==> src/rtl/axi4_reg_slice.sv <==
//==============================================================================
// Module      : axi4_reg_slice
// Description : Full AXI4 register slice. Each of the five channels passes
//               through its own 2-entry skid buffer, so every VALID, READY
//               and payload seen on either side comes straight from a flop.
//               Optional write-burst checker and AW/W flow gating, enabled by
//               defining the macro AXI4_SLICE_BURST_CHECK_EN.
// Revision    : 1.0 - initial release
//==============================================================================
`default_nettype none

// Two-entry skid buffer: head entry drives the output, tail catches the beat
// that arrives while the head is stalled.
module axi4_reg_slice_skid #(
   parameter int WIDTH = 8
) (
   input  logic             clk,
   input  logic             rst,
   input  logic             i_valid,
   output logic             o_ready,
   input  logic [WIDTH-1:0] i_data,
   output logic             o_valid,
   input  logic             i_ready,
   output logic [WIDTH-1:0] o_data
);

   logic [1:0]       cnt_q, cnt_d;
   logic [WIDTH-1:0] head_q, head_d;
   logic [WIDTH-1:0] tail_q, tail_d;
   logic             valid_q, valid_d;
   logic             ready_q, ready_d;
   logic             push, pop;

   // Next-state for occupancy and entries; READY/VALID precomputed from next count
   always_comb begin
      push   = i_valid & ready_q;
      pop    = valid_q & i_ready;
      cnt_d  = cnt_q;
      head_d = head_q;
      tail_d = tail_q;
      case ({push, pop})
         2'b10: begin
            if (cnt_q == 2'd0) head_d = i_data;
            else               tail_d = i_data;
            cnt_d = cnt_q + 2'd1;
         end
         2'b01: begin
            if (cnt_q == 2'd2) head_d = tail_q;
            cnt_d = cnt_q - 2'd1;
         end
         2'b11: begin
            // Count is unchanged; the new beat goes behind whatever remains.
            if (cnt_q == 2'd1) begin
               head_d = i_data;
            end else begin
               head_d = tail_q;
               tail_d = i_data;
            end
         end
         default: ;
      endcase
      valid_d = (cnt_d != 2'd0);
      ready_d = (cnt_d != 2'd2);
   end

   // State registers, cleared asynchronously
   always_ff @(posedge clk or posedge rst) begin
      if (rst) begin
         cnt_q   <= 2'd0;
         head_q  <= '0;
         tail_q  <= '0;
         valid_q <= 1'b0;
         ready_q <= 1'b0;
      end else begin
         cnt_q   <= cnt_d;
         head_q  <= head_d;
         tail_q  <= tail_d;
         valid_q <= valid_d;
         ready_q <= ready_d;
      end
   end

   assign o_ready = ready_q;
   assign o_valid = valid_q;
   assign o_data  = head_q;

endmodule

module axi4_reg_slice #(
   parameter int DATA_WIDTH = 32,
   parameter int ADDR_WIDTH = 16
) (
   input  logic                  ACLK,
   input  logic                  ARESET,
   // upstream write address
   input  logic [ADDR_WIDTH-1:0] s_AWADDR,
   input  logic [7:0]            s_AWLEN,
   input  logic [2:0]            s_AWSIZE,
   input  logic                  s_AWVALID,
   output logic                  s_AWREADY,
   // upstream write data
   input  logic [DATA_WIDTH-1:0] s_WDATA,
   input  logic                  s_WLAST,
   input  logic                  s_WVALID,
   output logic                  s_WREADY,
   // upstream write response
   output logic [1:0]            s_BRESP,
   output logic                  s_BVALID,
   input  logic                  s_BREADY,
   // upstream read address
   input  logic [ADDR_WIDTH-1:0] s_ARADDR,
   input  logic [7:0]            s_ARLEN,
   input  logic [2:0]            s_ARSIZE,
   input  logic                  s_ARVALID,
   output logic                  s_ARREADY,
   // upstream read data
   output logic [DATA_WIDTH-1:0] s_RDATA,
   output logic [1:0]            s_RRESP,
   output logic                  s_RLAST,
   output logic                  s_RVALID,
   input  logic                  s_RREADY,
   // downstream write address
   output logic [ADDR_WIDTH-1:0] m_AWADDR,
   output logic [7:0]            m_AWLEN,
   output logic [2:0]            m_AWSIZE,
   output logic                  m_AWVALID,
   input  logic                  m_AWREADY,
   // downstream write data
   output logic [DATA_WIDTH-1:0] m_WDATA,
   output logic                  m_WLAST,
   output logic                  m_WVALID,
   input  logic                  m_WREADY,
   // downstream write response
   input  logic [1:0]            m_BRESP,
   input  logic                  m_BVALID,
   output logic                  m_BREADY,
   // downstream read address
   output logic [ADDR_WIDTH-1:0] m_ARADDR,
   output logic [7:0]            m_ARLEN,
   output logic [2:0]            m_ARSIZE,
   output logic                  m_ARVALID,
   input  logic                  m_ARREADY,
   // downstream read data
   input  logic [DATA_WIDTH-1:0] m_RDATA,
   input  logic [1:0]            m_RRESP,
   input  logic                  m_RLAST,
   input  logic                  m_RVALID,
   output logic                  m_RREADY,
   // sticky write-burst length violation
   output logic                  burst_err
);

   localparam int AX_W = ADDR_WIDTH + 8 + 3;
   localparam int W_W  = DATA_WIDTH + 1;
   localparam int R_W  = DATA_WIDTH + 3;

   logic aw_buf_ready, w_buf_ready;
   logic aw_gate, w_gate;

   axi4_reg_slice_skid #(.WIDTH(AX_W)) u_aw (
      .clk     (ACLK),
      .rst     (ARESET),
      .i_valid (s_AWVALID & aw_gate),
      .o_ready (aw_buf_ready),
      .i_data  ({s_AWADDR, s_AWLEN, s_AWSIZE}),
      .o_valid (m_AWVALID),
      .i_ready (m_AWREADY),
      .o_data  ({m_AWADDR, m_AWLEN, m_AWSIZE})
   );

   axi4_reg_slice_skid #(.WIDTH(W_W)) u_w (
      .clk     (ACLK),
      .rst     (ARESET),
      .i_valid (s_WVALID & w_gate),
      .o_ready (w_buf_ready),
      .i_data  ({s_WDATA, s_WLAST}),
      .o_valid (m_WVALID),
      .i_ready (m_WREADY),
      .o_data  ({m_WDATA, m_WLAST})
   );

   axi4_reg_slice_skid #(.WIDTH(2)) u_b (
      .clk     (ACLK),
      .rst     (ARESET),
      .i_valid (m_BVALID),
      .o_ready (m_BREADY),
      .i_data  (m_BRESP),
      .o_valid (s_BVALID),
      .i_ready (s_BREADY),
      .o_data  (s_BRESP)
   );

   axi4_reg_slice_skid #(.WIDTH(AX_W)) u_ar (
      .clk     (ACLK),
      .rst     (ARESET),
      .i_valid (s_ARVALID),
      .o_ready (s_ARREADY),
      .i_data  ({s_ARADDR, s_ARLEN, s_ARSIZE}),
      .o_valid (m_ARVALID),
      .i_ready (m_ARREADY),
      .o_data  ({m_ARADDR, m_ARLEN, m_ARSIZE})
   );

   axi4_reg_slice_skid #(.WIDTH(R_W)) u_r (
      .clk     (ACLK),
      .rst     (ARESET),
      .i_valid (m_RVALID),
      .o_ready (m_RREADY),
      .i_data  ({m_RDATA, m_RRESP, m_RLAST}),
      .o_valid (s_RVALID),
      .i_ready (s_RREADY),
      .o_data  ({s_RDATA, s_RRESP, s_RLAST})
   );

   assign s_AWREADY = aw_buf_ready & aw_gate;
   assign s_WREADY  = w_buf_ready & w_gate;

`ifdef AXI4_SLICE_BURST_CHECK_EN
   logic [7:0] len_mem_q [4];
   logic [7:0] len_mem_d [4];
   logic [1:0] wr_ptr_q, wr_ptr_d;
   logic [1:0] rd_ptr_q, rd_ptr_d;
   logic [2:0] qcnt_q, qcnt_d;
   logic [7:0] wcnt_q, wcnt_d;
   logic       err_q, err_d;
   logic       aw_gate_q, aw_gate_d;
   logic       w_gate_q, w_gate_d;
   logic       aw_hs, w_hs, len_match, burst_end;

   // AWLEN queue bookkeeping, beat counting and length/WLAST agreement
   always_comb begin
      aw_hs     = s_AWVALID & s_AWREADY;
      w_hs      = s_WVALID & s_WREADY;
      // wcnt_q beats already taken, so this beat is the last one when wcnt_q == AWLEN
      len_match = (wcnt_q == len_mem_q[rd_ptr_q]);
      burst_end = w_hs & (s_WLAST | len_match);
      len_mem_d = len_mem_q;
      if (aw_hs) len_mem_d[wr_ptr_q] = s_AWLEN;
      wr_ptr_d  = wr_ptr_q + {1'b0, aw_hs};
      rd_ptr_d  = rd_ptr_q + {1'b0, burst_end};
      qcnt_d    = qcnt_q + {2'b00, aw_hs} - {2'b00, burst_end};
      if (burst_end)  wcnt_d = 8'd0;
      else if (w_hs)  wcnt_d = wcnt_q + 8'd1;
      else            wcnt_d = wcnt_q;
      err_d     = err_q | (w_hs & (s_WLAST ^ len_match));
      aw_gate_d = (qcnt_d != 3'd4);
      w_gate_d  = (qcnt_d != 3'd0);
   end

   // Checker registers; gates stay closed during reset
   always_ff @(posedge ACLK or posedge ARESET) begin
      if (ARESET) begin
         for (int i = 0; i < 4; i++) len_mem_q[i] <= 8'd0;
         wr_ptr_q  <= 2'd0;
         rd_ptr_q  <= 2'd0;
         qcnt_q    <= 3'd0;
         wcnt_q    <= 8'd0;
         err_q     <= 1'b0;
         aw_gate_q <= 1'b0;
         w_gate_q  <= 1'b0;
      end else begin
         len_mem_q <= len_mem_d;
         wr_ptr_q  <= wr_ptr_d;
         rd_ptr_q  <= rd_ptr_d;
         qcnt_q    <= qcnt_d;
         wcnt_q    <= wcnt_d;
         err_q     <= err_d;
         aw_gate_q <= aw_gate_d;
         w_gate_q  <= w_gate_d;
      end
   end

   assign aw_gate   = aw_gate_q;
   assign w_gate    = w_gate_q;
   assign burst_err = err_q;
`else
   assign aw_gate   = 1'b1;
   assign w_gate    = 1'b1;
   assign burst_err = 1'b0;
`endif

endmodule

`default_nettype wire

==> config.mk <==
export PLATFORM = sky130hd
export DESIGN_NAME = axi4_reg_slice
export DESIGN_NICKNAME = d
export VERILOG_FILES = /design/src/rtl/axi4_reg_slice.sv
export SDC_FILE = /design/constraint.sdc
export NUM_CORES = 1
export LEC_CHECK = 0
export BUFFER_PORTS_ARGS = -buffer_cell sky130_fd_sc_hd__clkbuf_2
export CORE_AREA = 2 2 144 202
export CTS_BUF_LIST = sky130_fd_sc_hd__clkbuf_4 sky130_fd_sc_hd__clkbuf_8
export CTS_CLUSTER_DIAMETER = 80
export DETAILED_ROUTE_END_ITERATION = 8
export DIE_AREA = 0 0 146 204
export GPL_TIMING_DRIVEN = 1
export PLACE_DENSITY = 0.74
export SLEW_MARGIN = 0
export SYNTH_ARGS = -nofsm -noshare
export SYNTH_HDL_FRONTEND = slang
export SYNTH_SLANG_ARGS = --single-unit
==> constraint.sdc <==
create_clock -name ACLK -period 19.15 [get_ports ACLK]
set_input_delay 3.83 -clock ACLK [delete_from_list [all_inputs] [get_ports ACLK]]
set_output_delay 3.83 -clock ACLK [all_outputs]
set_load 0.05 [all_outputs]
==> Implementation_results.wiki <==
{| class="wikitable"
! Metric !! Value
|-
| Run status || complete, no violations
|-
| Critical register-to-register path startpoint || u_aw.o_valid
|-
| First-pass GRT wire length || 60000 um
|-
| Syn_nets || 1366
|-
| Setup TNS Final || 0 ns
|-
| Worst path buffer plus inverter count || 3
|-
| Via count || 11.3k
|-
| Quantity of gates resized following cts || 0
|-
| Buffer levels on the longest clock path || 3
|-
| Number of global-route vias before repair || 11.4k
|-
| Antenna Nets Post-Route || 0
|-
| Number of DRC markers after the initial detailed-route iteration || 744
|-
| Worst setup path class || in -> reg
|-
| Min-delay src || u_r.tail_q[23]
|-
| CTS hold repair buffers || 0
|-
| Max Fanout on Critical Path || 30
|-
| Fraction of the cycle the final worst path needs || 38.7%
|-
| Pre-Repair DR Iteration Count || 6
|-
| Peak ir drop on the vdd network || 0.107 mV
|-
| Share of final-layout standard cells stronger than drive strength 1 || 34.5%
|-
| Synthesized flop and latch total || 268
|-
| Setup violations, final || 0
|-
| Synth Instances || 1191
|-
| Worst Skew || 0.0227 ns
|-
| Number of max-slew violations in the final report || 0
|-
| Cell breakdown of the critical path || clkbuf_2 -> nand2_1 -> inv_1 -> ha_1 -> nand2b_1 -> buf_4 -> and3_1 -> a31oi_1
|-
| Placed Cells incl. Taps || 1712
|-
| Fraction of synthesis flops using an asynchronous set or reset pin || 100%
|-
| Critical Path Slowest Stage Cell || sky130_fd_sc_hd__ha_1
|-
| Setup crit end kind || flip-flop
|-
| Number of synthesized flops with an enable pin || 0
|-
| Max incr delay on CP || 0.90 ns
|-
| Global route total overflow || 0
|-
| Via-per-instance ratio || 6.33
|-
| Cts bufs inserted || 42
|-
| Htree depth || 2
|-
| CTS tree || built
|-
| Layout overhead on the synthesized area || 16.5%
|-
| Wire per inst || 21.0 um
|-
| Cell Count, Final, Fillers Out || 1783
|-
| Cell family contributing the most delay on the critical path || simple AND/OR/NAND/NOR gates
|-
| Final-stage net count || 1557
|-
| Pwr dens || 201 nW/um^2
|-
| Tightest slew margin relative to the limit || 9.88%
|-
| Floorplan die area || 29800 um^2
|-
| Top library cells by usage in the layout, fill and taps aside || sky130_fd_sc_hd__clkbuf_2 (269), sky130_fd_sc_hd__dfrtp_1 (268), sky130_fd_sc_hd__a31oi_1 (248), sky130_fd_sc_hd__o21ai_0 (131), sky130_fd_sc_hd__o2111ai_1 (124)
|-
| Number of maximum-capacitance constraint violations || 0
|-
| HPWL after detailed placement || 23200 um
|-
| Die Wd || 146 um
|-
| FMAX || 135 MHz
|-
| Antenna Diode Count || 0
|-
| Sequential element share of the synthesized area || 50.5%
|-
| IO Pins || 271
|-
| Count of unresolved DRC violations after routing || 0
|-
| Aggregate routed wire length || 37500 um
|-
| Unrepaired setup endpoints after global routing || false
|-
| Port buffer count || 269
|-
| Minimum period implied by the final worst setup slack || 7.41 ns
|-
| Clock transition at path regs || 0.06 ns
|-
| Most frequent standard cell in the layout excluding fill and tap cells || sky130_fd_sc_hd__clkbuf_2
|-
| Transition time at the pin with the least slew margin || 1.35 ns
|-
| Dominant register cell in the synthesized netlist || sky130_fd_sc_hd__dfrtp_1
|-
| Std-Cell Core Area || 28100 um^2
|-
| Signal arrival time at the worst endpoint || 7.88 ns
|-
| Skew-Pair Late Insertion Delay || 0.56 ns
|-
| Post-CTS setup repair buffer count || 0
|-
| Aggregate global-route resource usage || 24.5%
|-
| Setup crit start kind || input pin
|-
| Root buffer cell || sky130_fd_sc_hd__clkbuf_8
|-
| Total number of clock tree sinks || 268
|-
| Initial cell density of the core || 47.2%
|-
| Leakage power summed over all cells || 0.00663 uW
|-
| Final count of hold timing violations || 0
|-
| Mapped Area || 13300 um^2
|-
| Synth cell types || 35
|-
| Number of cell rows || 73
|-
| WP data required || 19.62 ns
|-
| Initial antenna violation count || 0
|-
| Synth Warn # || 0
|-
| Critical path origin || m_AWREADY
|-
| Floorplan die height || 204 um
|-
| Syn_area_per_cell || 11.2 um^2
|-
| Routability-driven placement congestion ratio || 0.824
|-
| Pin count of the biggest net entering global routing || 129
|-
| Hold WC Path Type || reg -> reg
|}
==> cells in the mapped netlist, types with 5 or more instances <==
| library cell | count | area, um^2 |
|---|---|---|
| sky130_fd_sc_hd__nor2b_1 | 7 | 43.8 |
| sky130_fd_sc_hd__a31oi_1 | 248 | 1550 |
| sky130_fd_sc_hd__inv_1 | 25 | 93.8 |
| sky130_fd_sc_hd__mux2_2 | 88 | 991 |
| sky130_fd_sc_hd__nand2_1 | 23 | 86.3 |
| sky130_fd_sc_hd__mux2_1 | 6 | 67.6 |
| sky130_fd_sc_hd__o2111ai_1 | 124 | 1090 |
| sky130_fd_sc_hd__buf_6 | 7 | 78.8 |
| sky130_fd_sc_hd__nand2b_1 | 12 | 75.1 |
| sky130_fd_sc_hd__mux2_4 | 30 | 450 |
| sky130_fd_sc_hd__ha_1 | 39 | 488 |
| sky130_fd_sc_hd__clkbuf_1 | 103 | 387 |
| sky130_fd_sc_hd__mux2i_1 | 5 | 50.1 |
| sky130_fd_sc_hd__buf_2 | 28 | 140 |
| sky130_fd_sc_hd__and2_1 | 8 | 50.1 |
| sky130_fd_sc_hd__o21ai_0 | 131 | 656 |
| sky130_fd_sc_hd__dfrtp_1 | 268 | 6710 |
| sky130_fd_sc_hd__and3_1 | 5 | 31.3 |
==> area by class of cell <==
type / count / area, um^2
well taps: 375 / 469
clock inverters: 1 / 5.00
inverters: 29 / 116
flip-flops and latches: 268 / 6710
clock buffers: 69 / 862
repair buffers: 291 / 1520
fillers: 2552 / 12700
multi-input cells: 750 / 5790
==> state kept, by name (all words and copies together) (netlist names), 2 cells and up <==
register and cells:
u_ar.cnt_q 2, u_r.tail_q 35, u_w.cnt_q 2, u_ar.o_data 27, u_w.o_data 33, u_aw.cnt_q 2
u_b.cnt_q 2, u_aw.tail_q 27, u_ar.tail_q 27, u_b.o_data 2, u_aw.o_data 27, u_r.cnt_q 2
u_b.tail_q 2, u_w.tail_q 33, u_r.o_data 35
==> kinds of logic (layout without fill, tap and decap cells) <==
| family | count (synthesis) | in the layout | synth area share, % |
|---|---|---|---|
| AO/OA/AOI/OAI | 513 | 513 | 25.4 |
| adder cells (fa/ha/maj) | 39 | 39 | 3.67 |
| buffers and inverters | 173 | 390 | 5.94 |
| flip-flops | 268 | 268 | 50.5 |
| multiplexers | 129 | 129 | 11.7 |
| other | 1 | 1 | 0.0282 |
| AND/OR/NAND/NOR | 68 | 68 | 2.74 |
==> metal layers <==
metal | vias to the layer above | track usage (%) | routed length, um
li1 | 5026 | - | -
met2 | 528 | 43.2 | 19300
met4 | 0 | 7.98 | 981
met1 | 5662 | 30.2 | 14600
met3 | 72 | 4.62 | 2630
met5 | - | 0 | 0
==> worst paths after layout <==
path	slack, ns	cells after the start	end
hold reg to reg	0.50	1	u_r.tail_q[23]
max in group asynchronous	14.05	3	u_w.tail_q[31]
min in group asynchronous	3.47	2	u_r.tail_q[4]
setup / recovery	11.74	8	u_aw.o_data[16]
hold / removal	0.50	1	u_r.tail_q[23]
setup reg to reg	14.42	7	u_aw.o_data[16]
==> per-stage QoR <==
step	power [uW]	util [%]	cell area [um^2]	setup WS, ns	hold WS [ns]
final	3110	55.0	15500	11.74	0.498
after global routing	3280	55.0	15500	11.44	0.509
after CTS	3110	54.9	15500	11.65	0.500
after detailed placement	2600	51.8	14600	11.08	0.487
after global placement	2560	51.8	14600	11.15	0.474
after floorplan	2240	-	13300	7.94	0.464
==> power breakdown <==
group	internal, uW	switching, uW	leakage, uW
sequential	860	188	0.00309
combinational	475	1080	0.00307
clock	281	224	0.000464
Note: power is estimated with default switching activity, not from simulation.
